## src/rtl/fa16_rev_seq.sv

```systemverilog
// fa16_rev_seq: sequencer for one fa16_rev reversible 16-bit adder.
// It accepts compute and uncompute requests and owns the adder's dir pin.
// It holds all drives at 0 for TURN cycles after every dir change.
// It keeps a LIFO of forward results so each uncompute can replay the newest one.
// Optional feature: define FA16_REV_SEQ_CHECK_EN to also store the original operands.
// Each uncompute then compares its recovered operands against them.
module fa16_rev_seq #(
  parameter int DEPTH  = 8,
  parameter int SETTLE = 2,
  parameter int TURN   = 1
) (
  input  logic                       clk,
  input  logic                       rst,
  input  logic                       in_valid,
  output logic                       in_ready,
  input  logic                       in_op,
  input  logic [15:0]                in_a,
  input  logic [15:0]                in_b,
  input  logic                       in_c0,
  input  logic                       in_z,
  output logic                       out_valid,
  input  logic                       out_ready,
  output logic                       out_op,
  output logic                       out_err,
  output logic                       out_mismatch,
  output logic [15:0]                out_s,
  output logic                       out_c15,
  output logic [15:0]                out_a,
  output logic [15:0]                out_b,
  output logic                       out_c0,
  output logic                       out_z,
  output logic [$clog2(DEPTH+1)-1:0] out_depth,
  output logic                       dir,
  output logic [15:0]                f_a,
  output logic [15:0]                f_b,
  output logic                       f_c0_f,
  output logic                       f_z,
  input  logic [15:0]                f_s,
  input  logic [15:0]                f_a_b,
  input  logic                       f_c0_b,
  input  logic                       f_c15,
  output logic [15:0]                r_s,
  output logic [15:0]                r_a_b,
  output logic                       r_c0_b,
  output logic                       r_c15,
  input  logic [15:0]                r_a,
  input  logic [15:0]                r_b,
  input  logic                       r_c0_f,
  input  logic                       r_z
);

  localparam int DW   = $clog2(DEPTH + 1);
  localparam int AW   = $clog2(DEPTH);
  localparam int MAXC = (SETTLE > TURN) ? SETTLE : TURN;
  localparam int CW   = $clog2(MAXC + 1);

  typedef enum logic [1:0] {S_IDLE, S_TURN, S_SETTLE, S_RESP} state_t;

  state_t        state, state_nxt;
  logic [CW-1:0] cnt, cnt_nxt;
  logic [DW-1:0] depth;
  logic          op_q;
  logic [15:0]   a_q, b_q;
  logic          c0_q, z_q;
  logic [33:0]   mem [DEPTH];
`ifdef FA16_REV_SEQ_CHECK_EN
  logic [33:0]   chk_mem [DEPTH];
`endif

  logic          accept, req_err, stack_full, stack_empty;
  logic          last_turn, last_settle, recov_mismatch;
  logic [AW-1:0] push_idx, pop_idx;
  logic [33:0]   top_entry;

  assign stack_full  = (depth == DW'(DEPTH));
  assign stack_empty = (depth == '0);
  assign in_ready    = (state == S_IDLE) && !rst;
  assign accept      = in_valid && in_ready;
  assign req_err     = in_op ? stack_empty : stack_full;
  assign last_turn   = (state == S_TURN) && (cnt == CW'(TURN - 1));
  assign last_settle = (state == S_SETTLE) && (cnt == CW'(SETTLE - 1));
  assign push_idx    = AW'(depth);
  assign pop_idx     = AW'(depth - 1'b1);
  assign top_entry   = mem[pop_idx];
  assign out_valid   = (state == S_RESP);
  assign out_depth   = depth;

`ifdef FA16_REV_SEQ_CHECK_EN
  assign recov_mismatch = ({r_a, r_b, r_c0_f, r_z} != chk_mem[pop_idx]);
`else
  assign recov_mismatch = 1'b0;
`endif

  // Adder drives: only the active direction is driven, and only while settling
  always_comb begin
    f_a    = '0;
    f_b    = '0;
    f_c0_f = 1'b0;
    f_z    = 1'b0;
    r_s    = '0;
    r_a_b  = '0;
    r_c0_b = 1'b0;
    r_c15  = 1'b0;
    if (state == S_SETTLE) begin
      if (!op_q) begin
        f_a    = a_q;
        f_b    = b_q;
        f_c0_f = c0_q;
        f_z    = z_q;
      end else begin
        {r_s, r_a_b, r_c0_b, r_c15} = top_entry;
      end
    end
  end

  // Next-state logic; rejected requests skip straight to the response
  always_comb begin
    state_nxt = state;
    cnt_nxt   = cnt;
    case (state)
      S_IDLE: begin
        if (accept) begin
          cnt_nxt = '0;
          if (req_err)          state_nxt = S_RESP;
          else if (in_op != dir) state_nxt = S_TURN;
          else                  state_nxt = S_SETTLE;
        end
      end
      S_TURN: begin
        if (last_turn) begin
          state_nxt = S_SETTLE;
          cnt_nxt   = '0;
        end else begin
          cnt_nxt = cnt + 1'b1;
        end
      end
      S_SETTLE: begin
        if (last_settle) begin
          state_nxt = S_RESP;
          cnt_nxt   = '0;
        end else begin
          cnt_nxt = cnt + 1'b1;
        end
      end
      S_RESP: begin
        if (out_ready) state_nxt = S_IDLE;
      end
      default: state_nxt = S_IDLE;
    endcase
  end

  // State register; reset aborts any request in flight
  always_ff @(posedge clk or posedge rst) begin
    if (rst) begin
      state <= S_IDLE;
      cnt   <= '0;
    end else begin
      state <= state_nxt;
      cnt   <= cnt_nxt;
    end
  end

  // Request capture, direction ownership and stack occupancy
  always_ff @(posedge clk or posedge rst) begin
    if (rst) begin
      op_q  <= 1'b0;
      a_q   <= '0;
      b_q   <= '0;
      c0_q  <= 1'b0;
      z_q   <= 1'b0;
      dir   <= 1'b0;
      depth <= '0;
    end else begin
      if (accept) begin
        op_q <= in_op;
        a_q  <= in_a;
        b_q  <= in_b;
        c0_q <= in_c0;
        z_q  <= in_z;
        if (!req_err && (in_op != dir)) dir <= ~dir;
      end
      if (last_settle) depth <= op_q ? depth - 1'b1 : depth + 1'b1;
    end
  end

  // History stack write on the last compute settle cycle; contents are never reset
  always_ff @(posedge clk) begin
    if (last_settle && !op_q) begin
      mem[push_idx] <= {f_s, f_a_b, f_c0_b, f_c15};
`ifdef FA16_REV_SEQ_CHECK_EN
      chk_mem[push_idx] <= {a_q, b_q, c0_q, z_q};
`endif
    end
  end

  // Response registers; fields of the other operation type read 0
  always_ff @(posedge clk or posedge rst) begin
    if (rst) begin
      out_op       <= 1'b0;
      out_err      <= 1'b0;
      out_mismatch <= 1'b0;
      out_s        <= '0;
      out_c15      <= 1'b0;
      out_a        <= '0;
      out_b        <= '0;
      out_c0       <= 1'b0;
      out_z        <= 1'b0;
    end else if (accept && req_err) begin
      out_op       <= in_op;
      out_err      <= 1'b1;
      out_mismatch <= 1'b0;
      out_s        <= '0;
      out_c15      <= 1'b0;
      out_a        <= '0;
      out_b        <= '0;
      out_c0       <= 1'b0;
      out_z        <= 1'b0;
    end else if (last_settle) begin
      out_op  <= op_q;
      out_err <= 1'b0;
      if (!op_q) begin
        out_s        <= f_s;
        out_c15      <= f_c15;
        out_a        <= '0;
        out_b        <= '0;
        out_c0       <= 1'b0;
        out_z        <= 1'b0;
        out_mismatch <= 1'b0;
      end else begin
        out_s        <= '0;
        out_c15      <= 1'b0;
        out_a        <= r_a;
        out_b        <= r_b;
        out_c0       <= r_c0_f;
        out_z        <= r_z;
        out_mismatch <= recov_mismatch;
      end
    end
  end

endmodule
```

## config.mk

```make
export PLATFORM = sky130hd
export DESIGN_NAME = fa16_rev_seq
export DESIGN_NICKNAME = d
export VERILOG_FILES = /design/src/rtl/fa16_rev_seq.sv
export SDC_FILE = /design/constraint.sdc
export NUM_CORES = 1
export LEC_CHECK = 0
export BUFFER_PORTS_ARGS = -buffer_cell sky130_fd_sc_hd__buf_2
export CORE_MARGIN = 2
export CORE_UTILIZATION = 53
export CTS_BUF_LIST = sky130_fd_sc_hd__clkbuf_4
export DETAILED_ROUTE_END_ITERATION = 8
export GPL_ROUTABILITY_DRIVEN = 0
export HOLD_SLACK_MARGIN = 0.15
export PLACE_DENSITY = 0.84
export RECOVER_POWER = 100
export SYNTH_ARGS = -nofsm -noshare
export SYNTH_HDL_FRONTEND = slang
export SYNTH_SLANG_ARGS = --single-unit
```

## constraint.sdc

```tcl
create_clock -name clk -period 5.4 [get_ports clk]
set_clock_uncertainty 0.1 [all_clocks]
set_input_delay 0.81 -clock clk [delete_from_list [all_inputs] [get_ports clk]]
set_output_delay 0.81 -clock clk [all_outputs]
set_load 0.05 [all_outputs]
```

# Word-level counts from Yosys, hierarchy flattened
# Memory sizes are Yosys's and may differ from the RTL's.
# Cells that the tools add are included.
[totals]
reg_bits = 98
ramBits = 272
in_bits = 107
output_inout_bits = 129
elab_cells = 105
memories = 1
[op_classes]
add_sub_neg = 3
eq_ne = 10
n_mux = 54
n_bitwise = 1
n_reduce_logical = 18
[mem_list]
columns = ["name", "depth", "width", "read_ports", "rd_ports_with_merged_regs", "write_ports", "line_no", "rtl"]
rows = [
  ["mem", 8, 34, 1, 0, 1, "65", "logic [33:0] mem [DEPTH];"],
]
[ops]
columns = ["cell", "count"]
rows = [
  ["two-way mux 16 bit", 17],
  ["two-way mux 1 bit", 25],
  ["two-way mux 2 bit", 9],
  ["one-hot mux 2 bit (4 select lines)", 1],
  ["logical AND 1 bit", 7],
  ["inequality test 2 bit, second input constant", 3],
  ["one-hot mux 2 bit (3 select lines)", 1],
  ["adder 4 x 1 -> 4 bit, second input constant", 1],
  ["== test 2 x 1 -> 1 bit, second input constant", 2],
  ["== test 2 bit, second input constant", 2],
  ["== test 4 bit, second input constant", 1],
  ["zero test 2 bit", 2],
  ["zero test 4 bit", 1],
  ["two-way mux 4 bit", 1],
  ["AND reduction 2 bit", 2],
  ["AND reduction 4 bit", 1],
  ["subtractor 4 x 1 -> 4 bit, second input constant", 1],
  ["zero test 1 bit", 3],
  ["nonzero test 3 bit", 1],
  ["adder 2 x 1 -> 2 bit, second input constant", 1],
  ["inequality test 2 x 1 -> 1 bit, second input constant", 1],
  ["nonzero test 2 bit", 1],
  ["inequality test 1 bit", 1],
  ["inverter 1 bit", 1],
]

# Logic depth before layout (Yosys ltp)
# Gate-level depths: netlist of the first run.
[depth]
ltp_word = 5
ltp_mapped = 10

# Worst setup path before layout of the first run
# OpenSTA, ideal clock, no wires.
[synth_timing]
path_kind = "register to register"
startpoint = "register state[0]"
endpoint = "memory mem[0][0] (enable)"
arrival_time_ns = 4.452
t_required_ns = 4.790
path_slack_ns = 0.338
path_stages_with_launch = 7
n_path_buf = 1
synth_period_minus_slack_ns = 5.062
path_cell_list = "dfrtp_1 > inv_1 > ha_1 > clkbuf_2 > nor2b_1 > nand2_1 > nor4_1"
[synth_via]
elab_chain_len = 5
[synth_lines]
columns = ["element", "line_no", "rtl"]
rows = [
  ["from (decl)", "59", "state_t state, state_nxt;"],
  ["from (signal assigned)", "158", "state <= state_nxt;"],
  ["== test 2 bit", "81", "assign last_settle = (state == S_SETTLE) && (cnt == CW'(SETTLE - 1));"],
  ["logical AND 1 bit", "81", ""],
  ["logical AND 1 bit", "188", "if (last_settle && !op_q) begin"],
  ["two-way mux 1 bit", "188", ""],
  ["two-way mux 1 bit (not written as such)", "189", "mem[push_idx] <= {f_s, f_a_b, f_c0_b, f_c15};"],
  ["to (decl)", "65", ""],
]
# Every way passes these cells.

# Worst setup path in the final report of the first run
[layout_timing]
startpoint = "register depth[0] (netlist: out_depth[0])"
endpoint = "output port r_a_b[1]"
[layout_via]
elab_chain_len = 4
[layout_lines]
columns = ["element", "line_no", "rtl"]
rows = [
  ["from (decl)", "61", "logic [DW-1:0] depth;"],
  ["from (signal assigned)", "182", "if (last_settle) depth <= op_q ? depth - 1'b1 : depth + 1'b1;"],
  ["subtractor 4 x 1 -> 4 bit", "-", ""],
  ["memory read (8 x 34 bit)", "-", ""],
  ["two-way mux 16 bit", "105", "if (!op_q) begin"],
  ["two-way mux 16 bit", "104", "if (state == S_SETTLE) begin"],
  ["to (decl)", "43", "output logic [15:0] r_a_b,"],
]
# Every way passes these cells.

==> results of run 1 <==
## metrics by stage
stage               cells  setup slack [ps]  power [mW]  hold WS, ps
CTS                  1604               433        10.1          155
global route         1605               155        10.5          158
detailed placement   1434              1210        7.82          368
finish               1605               464        9.94          212
global placement     1434              1400        7.75          361
floorplan             857               338        6.90          371
## Yosys cell counts, types with 2 or more instances
master	n	area [µm²]
edfxtp_1	272	8170
dfrtp_1	97	2430
inv_1	71	267
mux4_2	68	1530
nor2_1	60	225
a22oi_1	51	383
and2_1	35	219
mux2_2	35	394
o22ai_1	34	213
buf_2	30	150
ha_1	11	138
o21ai_0	10	50.1
clkbuf_1	9	33.8
nand2_1	9	33.8
inv_2	6	22.5
buf_12	5	100
buf_4	5	37.5
nor2b_1	5	31.3
nor3_1	5	25.0
a21oi_1	4	20.0
nand3_1	4	20.0
xnor2_1	3	26.3
xor2_1	3	26.3
a21o_1	2	15.0
and3_1	2	12.5
nand2b_1	2	12.5
nand3b_1	2	15.0
## per-layer routing
layer	up-vias	GRT usage [%]	routed length [µm]
li1	3891	-	-
met1	4362	29.6	13100
met2	407	40.4	17100
met3	42	6.36	2680
met4	0	8.18	586
met5	-	0	0
## registers in the layout (all words and copies together), names as in the netlist, 2 cells and up
register	cells
cnt	2
out_a	16
state	2
out_depth	4
b_q	16
out_b	16
out_s	16
a_q	16
mem	272
## critical path, cell delays in order, from the launching register on
cell      delay [ps]
dfrtp_4          920
inv_1            240
ha_1             300
xor2_1           210
nand3_2          680
o22ai_1          450
clkbuf_1         510
## kinds of logic (layout without fill, tap and decap cells)
| family | count (synthesis) | after routing |
|---|---|---|
| compound gates | 104 | 104 |
| xor+xnor | 6 | 6 |
| fa+ha+maj | 11 | 11 |
| buf+inv | 129 | 498 |
| flops | 369 | 369 |
| mux | 104 | 104 |
| other cells | 1 | 2 |
| simple gates | 133 | 133 |
## power groups by stage
stage               clock network [mW]  registers [mW]  logic (mW)
global placement                     0            3.77        3.98
detailed placement                   0            3.78        4.04
CTS                               2.37            3.74        4.05
floorplan                            0            4.32        2.58
finish                            2.31            3.74        3.90
global route                      2.51            3.80        4.16
## timing repair
item                      CTS  global route
gates resized for setup     0             0
hold endpoints to repair   15             0
hold buffers                1             0
## worst max path at each step
stage / to / cells after the start / start
global placement: r_a_b[11] / 7 / out_depth[0]$_DFFE_PP0P_
finish: r_a_b[1] / 6 / out_depth[0]$_DFFE_PP0P_
global route: r_a_b[1] / 6 / out_depth[0]$_DFFE_PP0P_
detailed placement: r_s[0] / 7 / out_depth[0]$_DFFE_PP0P_
CTS: r_s[0] / 7 / out_depth[0]$_DFFE_PP0P_
floorplan: mem[0][0]$_DFFE_PP_ / 6 / state[0]$_DFFE_PP0P_
## area by class of cell
class	count	area (µm²)
flip-flops and latches	369	10600
fillers	2094	10400
multi-input cells	359	3530
repair buffers	252	1100
clock buffers	141	1060
well taps	378	473
inverters	77	290
clock inverters	28	148
diodes	1	2.50
==> results.sh, run 1 <==
export IMPL_cts_buffers_inserted=91
export IMPL_synth_flop_cell="edfxtp_1"
export IMPL_fin_crit_sh_pct=91.4
export IMPL_wl_per_cell_um=20.9
export IMPL_drc=0
export IMPL_area_growth_pct=16.6
export IMPL_grt_pass1_wl_mm=51.3
export IMPL_ys_async_sr_fraction_pct=26.3
export IMPL_start_kind="flop"
export IMPL_reg2reg_to="mem[5][20]$_DFFE_PP_"
export IMPL_wirelength_mm=33.5
export IMPL_avgSynthCellArea_um2=17.2
export IMPL_yosys_warnings=0
export IMPL_comb_power_share_pct=39.2
export IMPL_worstReg2RegStart="state[0]$_DFFE_PP0P_"
export IMPL_die_h_um=171
export IMPL_crit_type="flop to output pin"
export IMPL_synth_edf_count=272
export IMPL_r2r_cells=6
export IMPL_synth_mux_area_share_pct=13.1
export IMPL_mostFrequentLayoutCell="edfxtp_1"
export IMPL_syn_instance_count=857
export IMPL_total_leakage_power_nw=6.61
export IMPL_yosys_area_share_simple_pct=4.66
export IMPL_clk_pin_slew_ps=70
export IMPL_violations="max-capacitance violations, max-slew violations"
export IMPL_status="finished, violations left"
export IMPL_io_pins=236
export IMPL_clk_root_buffer_cell="clkbuf_4"
export IMPL_antenna_found_initial=1
export IMPL_post_cts_buffers=0
export IMPL_fin_util_pct=62.4
export IMPL_synth_fa_ha_area_share_pct=0.933
export IMPL_rsz0062_at_grt="no"
export IMPL_ant_nets=0
export IMPL_path_max_fanout=38
export IMPL_grt_max_degree=63
export IMPL_drv_slew=292
export IMPL_min_path_type="primary input to flop"
export IMPL_ys_types=44
export IMPL_p_int_mw=5.91
export IMPL_seqPwrFrac_pct=37.6
export IMPL_drive_gt1_share_pct=30.2
export IMPL_end_kind="output pin"
export IMPL_clock_power_share_pct=23.2
export IMPL_cts_sinks=369
export IMPL_holdCritStartpoint="in_a[12]"
export IMPL_layout_common_cells="272 x edfxtp_1, 149 x clkbuf_1, 141 x clkbuf_4"
export IMPL_setup_viol=0
export IMPL_ir_drop_mv=0.406
export IMPL_cts_tree="done"
export IMPL_dr_total_vias=8702
export IMPL_synth_seq_cells=369
export IMPL_drt_first_pass_iters=4
export IMPL_fin_crit_ps=4940
export IMPL_grt_use_total_pct=23.7
export IMPL_die_width_um=171
export IMPL_setup_tns_ps=0
export IMPL_synthXorXnorAreaFrac_pct=0.356
export IMPL_fp_row_count=61
export IMPL_via_per_inst=5.42
export IMPL_netlist_area_um2=14700
export IMPL_grt_overflow=0
export IMPL_synth_top_family_by_area="multiplexers"
export IMPL_die_area_um2=29200
export IMPL_critPathRequiredTime_ps=4490
export IMPL_placed_cell_area_um2=16300
export IMPL_fmax_mhz=203
export IMPL_holdPathStages=2
export IMPL_numPortBuffers=234
export IMPL_hold_violations=0
export IMPL_finalInstanceArea_um2=17200
export IMPL_cap_violations=7
export IMPL_switching_power_mw=4.04
export IMPL_syn_nets=975
export IMPL_clkLatencyLatePin_ps=720
export IMPL_seq_area_frac_synth_pct=71.8
export IMPL_worstHoldEndpoint="a_q[12]$_DFFE_PP0P_"
export IMPL_htree_num_levels=3
export IMPL_start_util_pct=53.5
export IMPL_sw_frac_of_total_pct=40.6
export IMPL_power_density_nw_per_um2=578
export IMPL_maxSlewHeadroom_pct=-89.3
export IMPL_core_region_area_um2=27600
export IMPL_nets=1268
export IMPL_grt_pass1_vias=9209
export IMPL_rrSetupSlack_ps=1020
export IMPL_synth_compound_gate_area_share_pct=4.78
export IMPL_hpwl_mm=20.6
export IMPL_detail_route_iter0_violations=751
export IMPL_cts_buffer_depth=3
export IMPL_worstPathArrival_ps=4030
export IMPL_tightest_slew_ps=2820
Power figures use the tool's default switching activity.
==> inputs of run 2 (changes only) <==
--- a/config.mk
+++ b/config.mk
@@ -7,12 +7,13 @@
 export LEC_CHECK = 0
 export BUFFER_PORTS_ARGS = -buffer_cell sky130_fd_sc_hd__buf_2
 export CORE_MARGIN = 2
-export CORE_UTILIZATION = 53
+export CORE_UTILIZATION = 59
 export CTS_BUF_LIST = sky130_fd_sc_hd__clkbuf_4
+export CTS_CLUSTER_DIAMETER = 40
 export DETAILED_ROUTE_END_ITERATION = 8
 export GPL_ROUTABILITY_DRIVEN = 0
 export HOLD_SLACK_MARGIN = 0.15
-export PLACE_DENSITY = 0.84
+export PLACE_DENSITY = 0.89
 export RECOVER_POWER = 100
 export SYNTH_ARGS = -nofsm -noshare
 export SYNTH_HDL_FRONTEND = slang
==> constraint.sdc (replaced) <==
create_clock -name clk -period 5.05 [get_ports clk]
set_clock_uncertainty 0.1 [all_clocks]
set_input_delay 0.7575 -clock clk [delete_from_list [all_inputs] [get_ports clk]]
set_output_delay 0.7575 -clock clk [all_outputs]
set_load 0.05 [all_outputs]
==> run 2 against run 1 <==
Against the previous run: the flow still finishes with violations (max-capacitance violations, max-slew violations); power increased by 5.8%; die area decreased by 9.9%; non-clock buffer count increased by 12; design area decreased by 0.29%; combinational power increased by 6.7%; largest power group unchanged; worst setup slack got worse by 28 ps; hold slack got worse by 19 ps; sequential power increased by 5.9%; count of clock-buffer cells in the layout decreased by 8.
==> results.sh, run 2 (synthesis results as in run 1) <==
export IMPL_drv_slew=238
export IMPL_worstReg2RegStart="state[0]$_DFFE_PP0P_"
export IMPL_drt_first_pass_iters=5
export IMPL_setup_viol=0
export IMPL_grt_overflow=0
export IMPL_reg2reg_to="mem[7][1]$_DFFE_PP_"
export IMPL_largest_reg_flops=272
export IMPL_mostFrequentLayoutCell="edfxtp_1"
export IMPL_start_util_pct=60.3
export IMPL_grt_max_degree=58
export IMPL_dr_total_vias=8879
export IMPL_start_kind="flop"
export IMPL_fin_crit_ps=4610
export IMPL_grt_use_total_pct=25.9
export IMPL_hpwl_mm=20.6
export IMPL_ir_drop_mv=0.477
export IMPL_cts_buffers_inserted=90
export IMPL_ant_nets=0
export IMPL_fin_util_pct=70.1
export IMPL_path_max_fanout=27
export IMPL_htree_num_levels=3
export IMPL_setup_tns_ps=0
export IMPL_io_pins=236
export IMPL_worstHoldEndpoint="out_b[0]$_DFFE_PP0P_"
export IMPL_fin_crit_sh_pct=91.4
export IMPL_hold_violations=0
export IMPL_grt_pass1_wl_mm=51.2
export IMPL_cts_repair_resized=0
export IMPL_grt_pass1_vias=9374
export IMPL_r2r_cells=7
export IMPL_critPathRequiredTime_ps=4190
export IMPL_crit_type="flop to output pin"
export IMPL_violations="max-capacitance violations, max-slew violations"
export IMPL_clk_pin_slew_ps=70
export IMPL_cts_buffer_depth=3
export IMPL_n_fill_cell=1670
export IMPL_antenna_found_initial=3
export IMPL_worstPathArrival_ps=3760
export IMPL_holdPathStages=3
export IMPL_die_h_um=162
export IMPL_hold_ws_ps=194
export IMPL_area_growth_pct=16.3
export IMPL_wirelength_mm=33.1
export IMPL_nets=1279
export IMPL_largest_register="mem"
export IMPL_end_kind="output pin"
export IMPL_power_density_nw_per_um2=613
export IMPL_drive_gt1_share_pct=29.7
export IMPL_fmax_mhz=217
export IMPL_die_area_um2=26300
export IMPL_p_total_mw=10.5
export IMPL_post_cts_buffers=0
export IMPL_holdCritStartpoint="r_b[0]"
export IMPL_clkLatencyLatePin_ps=690
export IMPL_die_width_um=162
export IMPL_drc=0
export IMPL_cts_tree="done"
export IMPL_via_per_inst=5.72
export IMPL_cts_sinks=369
export IMPL_rrSetupSlack_ps=530
export IMPL_cap_violations=6
export IMPL_maxSlewHeadroom_pct=-65.3
export IMPL_core_region_area_um2=24500
export IMPL_clk_root_buffer_cell="clkbuf_4"
export IMPL_fp_row_count=57
export IMPL_numPortBuffers=234
export IMPL_status="finished, violations left"
export IMPL_total_leakage_power_nw=6.62
export IMPL_wl_per_cell_um=21.3
export IMPL_min_path_type="primary input to flop"
export IMPL_tightest_slew_ps=2470
export IMPL_layout_common_cells="272 x edfxtp_1, 150 x clkbuf_1, 134 x clkbuf_4"
export IMPL_rsz0062_at_grt="no"
export IMPL_detail_route_iter0_violations=692
## run 2: changes by cell type in the layout (fill, tap and decap cells not counted), moves of 2 or more
cell / previous run / this run
and2_0: 15 / 0
and2_1: 20 / 35
clkbuf_4: 141 / 134
dlygate4sd3_1: 1 / 8
buf_2: 87 / 90
buf_4: 3 / 6
clkinv_2: 5 / 2
clkbuf_2: 11 / 9
clkinvlp_4: 1 / 3
inv_6: 2 / 0
## run 2: report_power, final
group | internal, mW | switching, mW | total, mW
Sequential | 3.66 | 0.298 | 3.96
Clock | 1.26 | 1.13 | 2.39
Combinational | 1.35 | 2.81 | 4.16
Total | 6.27 | 4.24 | 10.5
## run 2: area by class of cell
cell class	count	area, µm²	share of cell area, %
Timing Repair Buffer	264	1190	6.94
Clock buffer	133	998	5.82
Inverter	77	290	1.69
Multi-Input combinational cell	359	3520	20.5
Tap cell	324	405	2.36
Sequential cell	369	10600	61.8
Clock inverter	25	139	0.810
Antenna cell	2	5.00	0.0292
## run 2: through the flow
step / cell area (µm²) / cells / worst slack, ps
after detailed placement: 16200 / 1385 / 1410
after floorplan: 14800 / 857 / 720
after CTS: 17400 / 1551 / 681
after global placement: 16200 / 1385 / 1460
after global routing: 17200 / 1553 / 244
final: 17200 / 1553 / 436
## run 2: worst max path at each step
stage / startpoint / end / slack, ps / cells past startpoint
global placement: out_depth[0]$_DFFE_PP0P_ / r_c15 / 1460 / 5
detailed placement: out_depth[0]$_DFFE_PP0P_ / r_s[0] / 1410 / 5
CTS: out_depth[0]$_DFFE_PP0P_ / r_s[0] / 680 / 5
floorplan: state[0]$_DFFE_PP0P_ / mem[6][0]$_DFFE_PP_ / 720 / 7
finish: out_depth[0]$_DFFE_PP0P_ / r_s[6] / 440 / 7
global route: out_depth[0]$_DFFE_PP0P_ / r_s[6] / 240 / 7
## run 2: repair_timing
item | in CTS | in global routing
setup endpoints to repair | 0 | 0
hold endpoints to repair | 58 | 0
hold buffers | 8 | 0
## run 2: routing by layer
| layer | wire length [µm] | vias to the layer above | part of all wire [%] | GRT usage (%) |
|---|---|---|---|---|
| met2 | 17100 | 451 | 52 | 43.5 |
| met1 | 12200 | 4454 | 37 | 31.8 |
| met4 | 976 | 2 | 2.9 | 11.1 |
| met5 | 13 | - | 0.039 | 0 |
| met3 | 2840 | 65 | 8.6 | 7.56 |
| li1 | - | 3907 | - | - |
## run 2: critical path, cell delays in order, from the launching register on
cell and delay, ps:
dfrtp_4 720, inv_1 150, ha_2 780, buf_4 400, mux4_2 250, inv_1 40, o22ai_1 190, clkbuf_1 510
